==> config.mk <==
export PLATFORM = sky130hd
export DESIGN_NAME = drop_resolver
export DESIGN_NICKNAME = d
export VERILOG_FILES = /design/src/rtl/drop_resolver.sv
export SDC_FILE = /design/constraint.sdc
export NUM_CORES = 1
export LEC_CHECK = 0
export CAP_MARGIN = 10
export CORE_UTILIZATION = 63
export CTS_CLUSTER_DIAMETER = 40
export DETAILED_ROUTE_END_ITERATION = 8
export GPL_TIMING_DRIVEN = 0
export PLACE_DENSITY = 0.95
export SYNTH_ARGS = -nofsm -noshare
export SYNTH_HDL_FRONTEND = slang
export SYNTH_SLANG_ARGS = --single-unit
==> constraint.sdc <==
create_clock -name clk -period 21.9 [get_ports clk]
set_input_delay 4.38 -clock clk [delete_from_list [all_inputs] [get_ports clk]]
set_output_delay 4.38 -clock clk [all_outputs]
set_load 0.01 [all_outputs]
==> src/rtl/drop_resolver.sv <==
// drop_resolver
//   Resolves a player's drop of the moving block against the tower's top block.
//   It starts a new game, samples the moving block's x when the player drops it,
//   trims the block to its overlap with the tower and stores the result as the
//   new top block. It then relaunches the next block through the x register's
//   load interface. A complete miss ends the game.
//
// Ports
//   clk            system clock
//   resetn         synchronous active-low reset
//   start          new-game pulse (accepted in IDLE and OVER only)
//   drop           player drop pulse (accepted in READY only)
//   curr_x         live x of the moving block
//   load_x         one-cycle load strobe to the x register
//   new_x_position spawn x for the x register
//   new_direction  spawn direction, 1 = right, 0 = left
//   top_x          left edge of the tower's top block
//   top_width      width of the top block (and of the moving block)
//   score          blocks stacked, saturating at 255
//   perfect        last drop snapped onto the top block
//   busy           a drop is being resolved
//   game_over      the last drop missed
module drop_resolver #(
  parameter int unsigned X_MAX      = 144,
  parameter int unsigned INIT_X     = 72,
  parameter int unsigned INIT_WIDTH = 16,
  parameter int unsigned SNAP_TOL   = 1
) (
  input  logic       clk,
  input  logic       resetn,
  input  logic       start,
  input  logic       drop,
  input  logic [7:0] curr_x,
  output logic       load_x,
  output logic [7:0] new_x_position,
  output logic       new_direction,
  output logic [7:0] top_x,
  output logic [7:0] top_width,
  output logic [7:0] score,
  output logic       perfect,
  output logic       busy,
  output logic       game_over
);

  localparam logic [7:0] L_X_MAX  = 8'(X_MAX);
  localparam logic [7:0] L_INIT_X = 8'(INIT_X);
  localparam logic [7:0] L_INIT_W = 8'(INIT_WIDTH);
  localparam logic [8:0] L_SNAP   = 9'(SNAP_TOL);

  typedef enum logic [2:0] {
    S_IDLE,
    S_SPAWN,
    S_READY,
    S_CALC,
    S_COMMIT,
    S_OVER
  } state_t;

  state_t     r_state, w_state_n;

  logic [7:0] r_top_x,   w_top_x_n;
  logic [7:0] r_top_w,   w_top_w_n;
  logic [7:0] r_score,   w_score_n;
  logic       r_perfect, w_perfect_n;
  logic       r_busy,    w_busy_n;
  logic       r_over,    w_over_n;
  logic       r_load,    w_load_n;
  logic [7:0] r_new_x,   w_new_x_n;
  logic       r_new_dir, w_new_dir_n;
  logic [7:0] r_cx,      w_cx_n;
  logic [7:0] r_left,    w_left_n;
  logic [7:0] r_width,   w_width_n;

  // Overlap arithmetic, evaluated in CALC. Everything is 9 bits wide so that
  // right edges up to 255+255 do not wrap.
  logic [8:0] w_cx9, w_tx9, w_w9;
  logic [8:0] w_dx;
  logic       w_snap;
  logic [8:0] w_cxs;
  logic [8:0] w_left;
  logic [8:0] w_rt_a, w_rt_b, w_right;
  logic       w_hit;
  logic [7:0] w_width;
  logic [7:0] w_score_inc;

  always_comb begin
    w_cx9   = {1'b0, r_cx};
    w_tx9   = {1'b0, r_top_x};
    w_w9    = {1'b0, r_top_w};
    w_dx    = (w_cx9 >= w_tx9) ? (w_cx9 - w_tx9) : (w_tx9 - w_cx9);
    w_snap  = (w_dx <= L_SNAP);
    w_cxs   = w_snap ? w_tx9 : w_cx9;
    w_left  = (w_cxs > w_tx9) ? w_cxs : w_tx9;
    w_rt_a  = w_cxs + w_w9;
    w_rt_b  = w_tx9 + w_w9;
    w_right = (w_rt_a < w_rt_b) ? w_rt_a : w_rt_b;
    w_hit   = (w_right > w_left);
    // On a hit the width is at most top_width, so 8-bit modular subtraction
    // of the low bytes gives the exact value.
    w_width = w_right[7:0] - w_left[7:0];
    w_score_inc = (r_score == 8'hFF) ? 8'hFF : (r_score + 8'd1);
  end

  always_ff @(posedge clk) begin
    if (!resetn) begin
      r_state   <= S_IDLE;
      r_top_x   <= L_INIT_X;
      r_top_w   <= L_INIT_W;
      r_score   <= '0;
      r_perfect <= 1'b0;
      r_busy    <= 1'b0;
      r_over    <= 1'b0;
      r_load    <= 1'b0;
      r_new_x   <= '0;
      r_new_dir <= 1'b1;
      r_cx      <= '0;
      r_left    <= '0;
      r_width   <= '0;
    end else begin
      r_state   <= w_state_n;
      r_top_x   <= w_top_x_n;
      r_top_w   <= w_top_w_n;
      r_score   <= w_score_n;
      r_perfect <= w_perfect_n;
      r_busy    <= w_busy_n;
      r_over    <= w_over_n;
      r_load    <= w_load_n;
      r_new_x   <= w_new_x_n;
      r_new_dir <= w_new_dir_n;
      r_cx      <= w_cx_n;
      r_left    <= w_left_n;
      r_width   <= w_width_n;
    end
  end

  always_comb begin
    w_state_n   = r_state;
    w_top_x_n   = r_top_x;
    w_top_w_n   = r_top_w;
    w_score_n   = r_score;
    w_perfect_n = r_perfect;
    w_busy_n    = r_busy;
    w_over_n    = r_over;
    w_load_n    = 1'b0;
    w_new_x_n   = r_new_x;
    w_new_dir_n = r_new_dir;
    w_cx_n      = r_cx;
    w_left_n    = r_left;
    w_width_n   = r_width;

    unique case (r_state)
      S_IDLE, S_OVER: begin
        if (start) begin
          w_state_n   = S_SPAWN;
          w_top_x_n   = L_INIT_X;
          w_top_w_n   = L_INIT_W;
          w_score_n   = '0;
          w_perfect_n = 1'b0;
          w_over_n    = 1'b0;
          w_busy_n    = 1'b0;
          w_load_n    = 1'b1;
          w_new_x_n   = '0;
          w_new_dir_n = 1'b1;
        end
      end
      S_SPAWN: begin
        w_state_n = S_READY;
        w_busy_n  = 1'b0;
      end
      S_READY: begin
        if (drop) begin
          w_state_n = S_CALC;
          w_cx_n    = curr_x;
          w_busy_n  = 1'b1;
        end
      end
      S_CALC: begin
        w_perfect_n = w_snap;
        w_left_n    = w_left[7:0];
        w_width_n   = w_width;
        if (w_hit) begin
          w_state_n = S_COMMIT;
        end else begin
          w_state_n = S_OVER;
          w_over_n  = 1'b1;
          w_busy_n  = 1'b0;
        end
      end
      S_COMMIT: begin
        w_state_n   = S_SPAWN;
        w_top_x_n   = r_left;
        w_top_w_n   = r_width;
        w_score_n   = w_score_inc;
        w_load_n    = 1'b1;
        // Spawn side follows the parity of the updated score.
        w_new_x_n   = w_score_inc[0] ? L_X_MAX : 8'd0;
        w_new_dir_n = ~w_score_inc[0];
      end
      default: begin
        w_state_n = S_IDLE;
      end
    endcase
  end

  assign load_x         = r_load;
  assign new_x_position = r_new_x;
  assign new_direction  = r_new_dir;
  assign top_x          = r_top_x;
  assign top_width      = r_top_w;
  assign score          = r_score;
  assign perfect        = r_perfect;
  assign busy           = r_busy;
  assign game_over      = r_over;

endmodule
==> summary.md, run 1 <==
| Metric | Value |
|---|---|
| Delay-heaviest family, CP | `compound AO/OA/AOI/OAI gates` |
| Row cnt | `31` |
| Outcome | `finished, final reports clean` |
| Fin crit share | `38.3%` |
| Ports | `49` |
| WP data arrival | `8.66 ns` |
| Antenna Nets Post-Route | `0` |
| Min Clock Period, post-route | `8.40 ns` |
| GRT Total Usage | `33.8%` |
| Setup TNS | `0 ns` |
| Worst stage delay on the critical path | `0.71 ns` |
| Primary FF master, synth | `dfxtp_1` |
| Area share of the largest cell type after synthesis | `23.4%` |
| Crit path max fanout | `10` |
| YS warnings | `0` |
| Worst vdd ir | `0.0530 mV` |
| Post-Route Skew | `0.00712 ns` |
| Clock-pin slew on the worst setup and hold paths | `0.10 ns` |
| Reg area | `1120 um2` |
| Core Area | `7290 um2` |
| DRC viols | `0` |
| Vias in the first global route | `4378` |
| Share of layout cells above drive strength 1 | `8.11%` |
| Critical Path Start Type | `flip-flop` |
| R2R setup slack | `13.50 ns` |
| Initial DRC count | `361` |
| Clock Latency Late Sink | `0.32 ns` |
| Post-CTS setup buffers | `0` |
| CTS HTree Levels | `2` |
| Crit. End Element | `flip-flop` |
| Multi-input gate area | `3330 um2` |
| Post-synth EDFFs | `0` |
| Fillers | `543` |
| Ant. Diodes | `0` |
| Most common cell on crit path | `a21oi_1` |
| Post-DP HPWL | `10100 um` |
| Die Ht | `89.2 um` |
| F_max | `119 MHz` |
| Inserted Clock Buffers | `5` |
| Cell taking the most area after synthesis | `dfxtp_1` |
| Initial antenna violation count | `0` |
| GPL Wtd Cong | `0.931` |
| Via Count | `4642` |
| Non-filler cells, final | `740` |
| Global-route wire length before repair | `20700 um` |
| # hold bufs at CTS | `0` |
| FF-to-FF Start | `top_x[1]` |
| Worst Hold Launch | `r_left[7]` |
| WL/cell | `17.6 um` |
| First-pass iteration count of the detailed router | `5` |
| Max_cap viols | `0` |
| Register area share after synthesis | `23.4%` |
| Final WL | `13000 um` |
| Hold Fails Final Rpt | `0` |
| Leakage | `2.27 nW` |
| Worst setup path class | `reg2reg` |
| Final core utilization | `74.4%` |
| CTS tree | `built` |
| Slew HR | `34.5%` |
| Die area | `7950 um2` |
| Worst min path class | `reg2reg` |
| CP max-delay cell | `dfxtp_1` |
| Register-to-Register Path Depth | `35` |
| CP Capture Point | `r_state[0]` |
| # resized after CTS | `0` |
| Req. time, crit path | `22.16 ns` |
| Inst Count DP | `733` |
| Worst path buffer plus inverter count | `4` |
| Via/cell ratio | `6.27` |
| Cell Pwr Density | `43.9 nW/um2` |
| RSZ-0062 raised after global routing | `false` |
| Most common cell in the netlist | `ha_1` |
| Grt total ovfl | `0` |
| Ys async rst share | `0%` |
| Critical path depth in cells | `35` |
| Slew Limit Fails | `0` |
| Syn Area/Cell | `8.14 um2` |
| Gate Count Post-Synth | `588` |
| Final setup violation count | `0` |
| Worst setup startpoint | `top_x[1]` |
| R2R Path End | `r_state[0]` |
| Synthesized flop and latch total | `56` |
| Largest net degree at the start of global routing | `17` |
| Cell variety after synth | `69` |
| Synth Cell Area | `4790 um2` |
| Die Wd | `89.2 um` |
| Worst slew pin tran | `0.978 ns` |
| Synth cell count leaders | `58 x ha_1, 56 x dfxtp_1, 54 x a21oi_1` |
| # nets final | `716` |
| Initial Util | `65.7%` |
| Area contributors post-synth | `dfxtp_1 23%, ha_1 15%, a21oi_1 5.6%` |
| P&R area growth vs syn | `13.2%` |
| Port bufs | `41` |
| Root buffer cell | `clkbuf_8` |
| Maximum clock path buffer count | `2` |
| CTS sink count | `56` |
==> per-stage QoR <==
step | power (mW) | hold slack, ns | cell area (um2) | worst slack [ns]
final | 0.238 | 0.456 | 5420 | 13.50
after global routing | 0.248 | 0.478 | 5420 | 12.96
after CTS | 0.235 | 0.449 | 5420 | 13.67
after detailed placement | 0.182 | 0.442 | 5340 | 13.73
after global placement | 0.179 | 0.435 | 5340 | 14.00
after floorplan | 0.164 | 0.429 | 4810 | 14.92
==> how the worst min path moves through the flow <==
stage,to,slack [ns],depth (start not counted)
after detailed placement,top_x[7],0.44,2
after global routing,r_width[3],0.48,2
after CTS,top_x[7],0.45,2
after floorplan,top_x[0],0.43,2
after global placement,top_x[4],0.43,2
final,top_x[7],0.46,2
==> cell families after synthesis <==
kind of cell | synth area share, %
compound gates | 24.6
xor+xnor | 4.02
fa+ha+maj | 17.5
buf+inv | 7.42
flops | 23.4
mux | 3.76
other cells | 0.0783
simple gates | 19.3
==> cells in the final DEF (no fill, tap or decap), drive strengths merged, types with 3 or more instances in the layout <==
| master | synthesis | layout |
|---|---|---|
| nor4b | 3 | 3 |
| nor3b | 3 | 3 |
| a211oi | 6 | 6 |
| xor2 | 8 | 8 |
| a31oi | 5 | 5 |
| a32oi | 8 | 8 |
| o2111ai | 3 | 3 |
| o21a | 8 | 8 |
| or2 | 3 | 3 |
| and2 | 9 | 9 |
| ha | 58 | 58 |
| nor3 | 12 | 12 |
| a21oi | 61 | 61 |
| nand2b | 11 | 11 |
| a21o | 14 | 14 |
| inv | 38 | 38 |
| nor2 | 40 | 40 |
| dfxtp | 56 | 56 |
| mux2i | 18 | 18 |
| nand3 | 21 | 21 |
| and3 | 8 | 8 |
| conb | 1 | 6 |
| o21bai | 5 | 5 |
| clkbuf | 16 | 21 |
| nand4 | 5 | 5 |
| fa | 5 | 5 |
| nand2 | 49 | 49 |
| clkdlybuf4s50 | 0 | 41 |
| o21ai | 38 | 38 |
| xnor2 | 14 | 14 |
| buf | 19 | 19 |
| nor2b | 9 | 9 |
==> power breakdown <==
part / total [mW] / switching [mW] / internal [mW] / leakage [nW]
Sequential: 0.109 / 0.00315 / 0.105 / 0.453
Combinational: 0.0740 / 0.0436 / 0.0304 / 1.78
Clock: 0.0555 / 0.0337 / 0.0218 / 0.0400
Total: 0.238 / 0.0805 / 0.158 / 2.27
==> state kept, by name (all words and copies together), names as in the netlist <==
| register | flops |
|---|---|
| top_width | 8 |
| game_over | 1 |
| score | 7 |
| perfect | 1 |
| busy | 1 |
| top_x | 8 |
| r_state | 3 |
| r_width | 8 |
| new_direction | 1 |
| r_left | 8 |
| load_x | 1 |
| new_x_position | 1 |
| r_cx | 8 |
==> layout make-up <==
cell class	instances	area share (%)
clock inverters	2	0.231
flip-flops and latches	56	20.7
plain buffers	35	3.85
clock buffers	5	1.27
repair buffers	41	7.57
multi-input cells	463	61.4
well taps	99	2.28
inverters	39	2.70
==> worst reg2reg max path: cells and delay by family, from the launching register on <==
kind	cells	cell delay, ns
xor gates and xnor gates	1	0.25
buffers and inverters	4	0.97
and+or+nand+nor	8	1.21
AOI/OAI and AO/OA	18	3.93
adders and majority gates	4	1.26
DFF	1	0.71
==> per-layer routing <==
layer / GRT usage (%) / vias to the layer above / routed length (um)
met2: 60.4 / 228 / 6410
met4: 12.4 / 0 / 425
met5: 0 / - / 0
li1: - / 2184 / -
met1: 41.5 / 2182 / 5260
met3: 4.52 / 48 / 941
(Power assumes the default switching activity.)
==> run 2, diff against run 1 <==
- CORE_UTILIZATION: 63 -> 58
- PLACE_DENSITY: 0.95 -> 0.93
- clock period: 21.9 -> 7.85 ns (I/O delays scaled with it)
==> run 2 against run 1 <==
Compared with the run above:
- count of clock-buffer cells in the layout unchanged
- worst hold slack better by 0.0027 ns
- non-clock buffer count up 2
- clock skew up 0.0049 ns
- routed wire length down 3.6%
- register-to-register slack worse by 13 ns
- combinational power rose to 2.8 times the previous value
- critical path type unchanged
- core utilization down 4.4 points
- fmax up 9.8%
- global-route usage down 5.0 points
- critical path depth unchanged
- design area up 1.2%
==> summary.md, run 2 (synthesized netlist as in run 1, its figures left out) <==
| Metric | Value |
|---|---|
| Outcome | `finished, final reports clean` |
| Inserted Clock Buffers | `5` |
| Clock-pin slew on the worst setup and hold paths | `0.11 ns` |
| First-pass iteration count of the detailed router | `5` |
| Critical Path Start Type | `flip-flop` |
| Port bufs | `41` |
| Post-DP Area | `5350 um2` |
| F_max | `131 MHz` |
| GRT Total Usage | `28.9%` |
| Grt total ovfl | `0` |
| P&R area growth vs syn | `14.7%` |
| Clock Latency Late Sink | `0.32 ns` |
| Worst setup startpoint | `top_x[0]` |
| Vias in the first global route | `4247` |
| Worst setup path class | `reg2reg` |
| Pint | `0.443 mW` |
| R2R Path End | `r_state[0]` |
| Core Area | `7850 um2` |
| Crit path max fanout | `10` |
| Ports | `49` |
| Total design power | `0.673 mW` |
| CTS HTree Levels | `2` |
| Post-DP HPWL | `9630 um` |
| WL/cell | `16.8 um` |
| Non-filler cells, final | `746` |
| Worst slew pin tran | `0.971 ns` |
| CP Capture Point | `r_state[0]` |
| Post-Route Skew | `0.0121 ns` |
| Via/cell ratio | `6.08` |
| # nets final | `718` |
| Sequential Power Share | `44.8%` |
| Row cnt | `32` |
| Commonest non-fill, non-tap cell in the layout | `ha_1` |
| R2R setup slack | `0.20 ns` |
| CTS sink count | `56` |
| Hold Fails Final Rpt | `0` |
| Die Wd | `92.9 um` |
| Setup TNS | `0 ns` |
| FF-to-FF Start | `top_x[0]` |
| Cell Pwr Density | `123 nW/um2` |
| Max_cap viols | `0` |
| Crit. End Element | `flip-flop` |
| Initial Util | `61.0%` |
| Register-to-Register Path Depth | `35` |
| Worst stage delay on the critical path | `0.54 ns` |
| CTS tree | `built` |
| Ant. Diodes | `0` |
| Die Ht | `92.9 um` |
| Final WL | `12600 um` |
| DRC viols | `0` |
| Most frequent cells in the layout | `58 x ha_1, 54 x a21oi_1, 54 x dfxtp_1, 49 x nand2_1, 41 x clkdlybuf4s50_1` |
| Min Clock Period, post-route | `7.65 ns` |
| Via Count | `4532` |
| Maximum clock path buffer count | `2` |
| Root buffer cell | `clkbuf_8` |
| Combinational share of power | `31.0%` |
| Clock Power Share | `24.1%` |
| Psw | `0.230 mW` |
| Inst Count DP | `736` |
| Share of layout cells above drive strength 1 | `9.47%` |
| Initial antenna violation count | `0` |
| CP max-delay cell | `or4_1` |
| Antenna Nets Post-Route | `0` |
| Worst vdd ir | `0.149 mV` |
| Die area | `8620 um2` |
| WP data arrival | `7.92 ns` |
| Fin crit share | `97.4%` |
| Worst min path class | `reg2reg` |
| Sw frac | `34.2%` |
| GPL Wtd Cong | `0.964` |
| Initial DRC count | `196` |
| Slew Limit Fails | `0` |
| Slew HR | `35.1%` |
| Most common cell on crit path | `a21oi_1` |
| Largest net degree at the start of global routing | `19` |
| Req. time, crit path | `8.12 ns` |
| Global-route wire length before repair | `19800 um` |
| Final setup violation count | `0` |
| Fin area | `5490 um2` |
| Leakage | `2.29 nW` |
[run 2: changes by cell type in the layout (fill, tap and decap cells not counted), sizes merged]
cell | before | now
clkinvlp | 1 | 2
buf | 19 | 21
[run 2: power groups by stage]
stage                     clock network [mW]  registers [mW]  logic [mW]
after floorplan                            0           0.306       0.152
after global placement                     0           0.308       0.191
after detailed placement                   0           0.308       0.198
after CTS                              0.162           0.302       0.200
after global routing                   0.174           0.303       0.228
final                                  0.162           0.302       0.209
[run 2: cell type report]
class                      instances  area, um2
timing repair buffer              43        425
sequential                        56       1130
fill                             630       2360
inverter                          39        146
buffer                            35        210
tap                              102        128
multi-input combinational        463       3360
clock inverter                     3       23.8
clock buffer                       5       68.8
[run 2: worst min path at each step]
| stage | end | slack [ns] | depth (start not counted) | start |
|---|---|---|---|---|
| detailed placement | top_x[2] | 0.44 | 2 | r_left[2] |
| floorplan | top_x[0] | 0.43 | 2 | r_left[0] |
| CTS | top_x[5] | 0.46 | 2 | r_left[5] |
| global route | top_x[4] | 0.47 | 2 | r_left[4] |
| finish | top_x[5] | 0.46 | 2 | r_left[5] |
| global placement | top_x[7] | 0.43 | 2 | r_left[7] |
[run 2: repair_timing]
item	in CTS	in global routing
buffers inserted	0	2
pin swaps	0	2
setup endpoints to repair	6	6
gates resized for setup	3	9
hold buffers	0	0
[run 2: critical path: cells and delay by family, from the launching register on]
| kind | cells | cell delay [ns] |
|---|---|---|
| flops | 1 | 0.45 |
| fa+ha+maj | 5 | 1.49 |
| compound gates | 16 | 2.84 |
| buf+inv | 5 | 0.59 |
| simple gates | 8 | 2.02 |
| xor+xnor | 1 | 0.20 |
[run 2: per-stage QoR]
stage | utilization [%] | setup slack [ns] | hold WS [ns]
after CTS | 69.3 | 0.0626 | 0.455
after detailed placement | 68.1 | -0.285 | 0.442
after global routing | 70.0 | -0.102 | 0.467
after floorplan | - | 0.866 | 0.429
after global placement | 68.1 | -0.0145 | 0.433
final | 70.0 | 0.202 | 0.459
[run 2: per-layer routing]
layer  track usage, %  part of all wire [%]
met4             11.2                   2.6
met3             3.69                   5.7
met5                0                     0
met1             35.8                    43
met2             50.4                    49
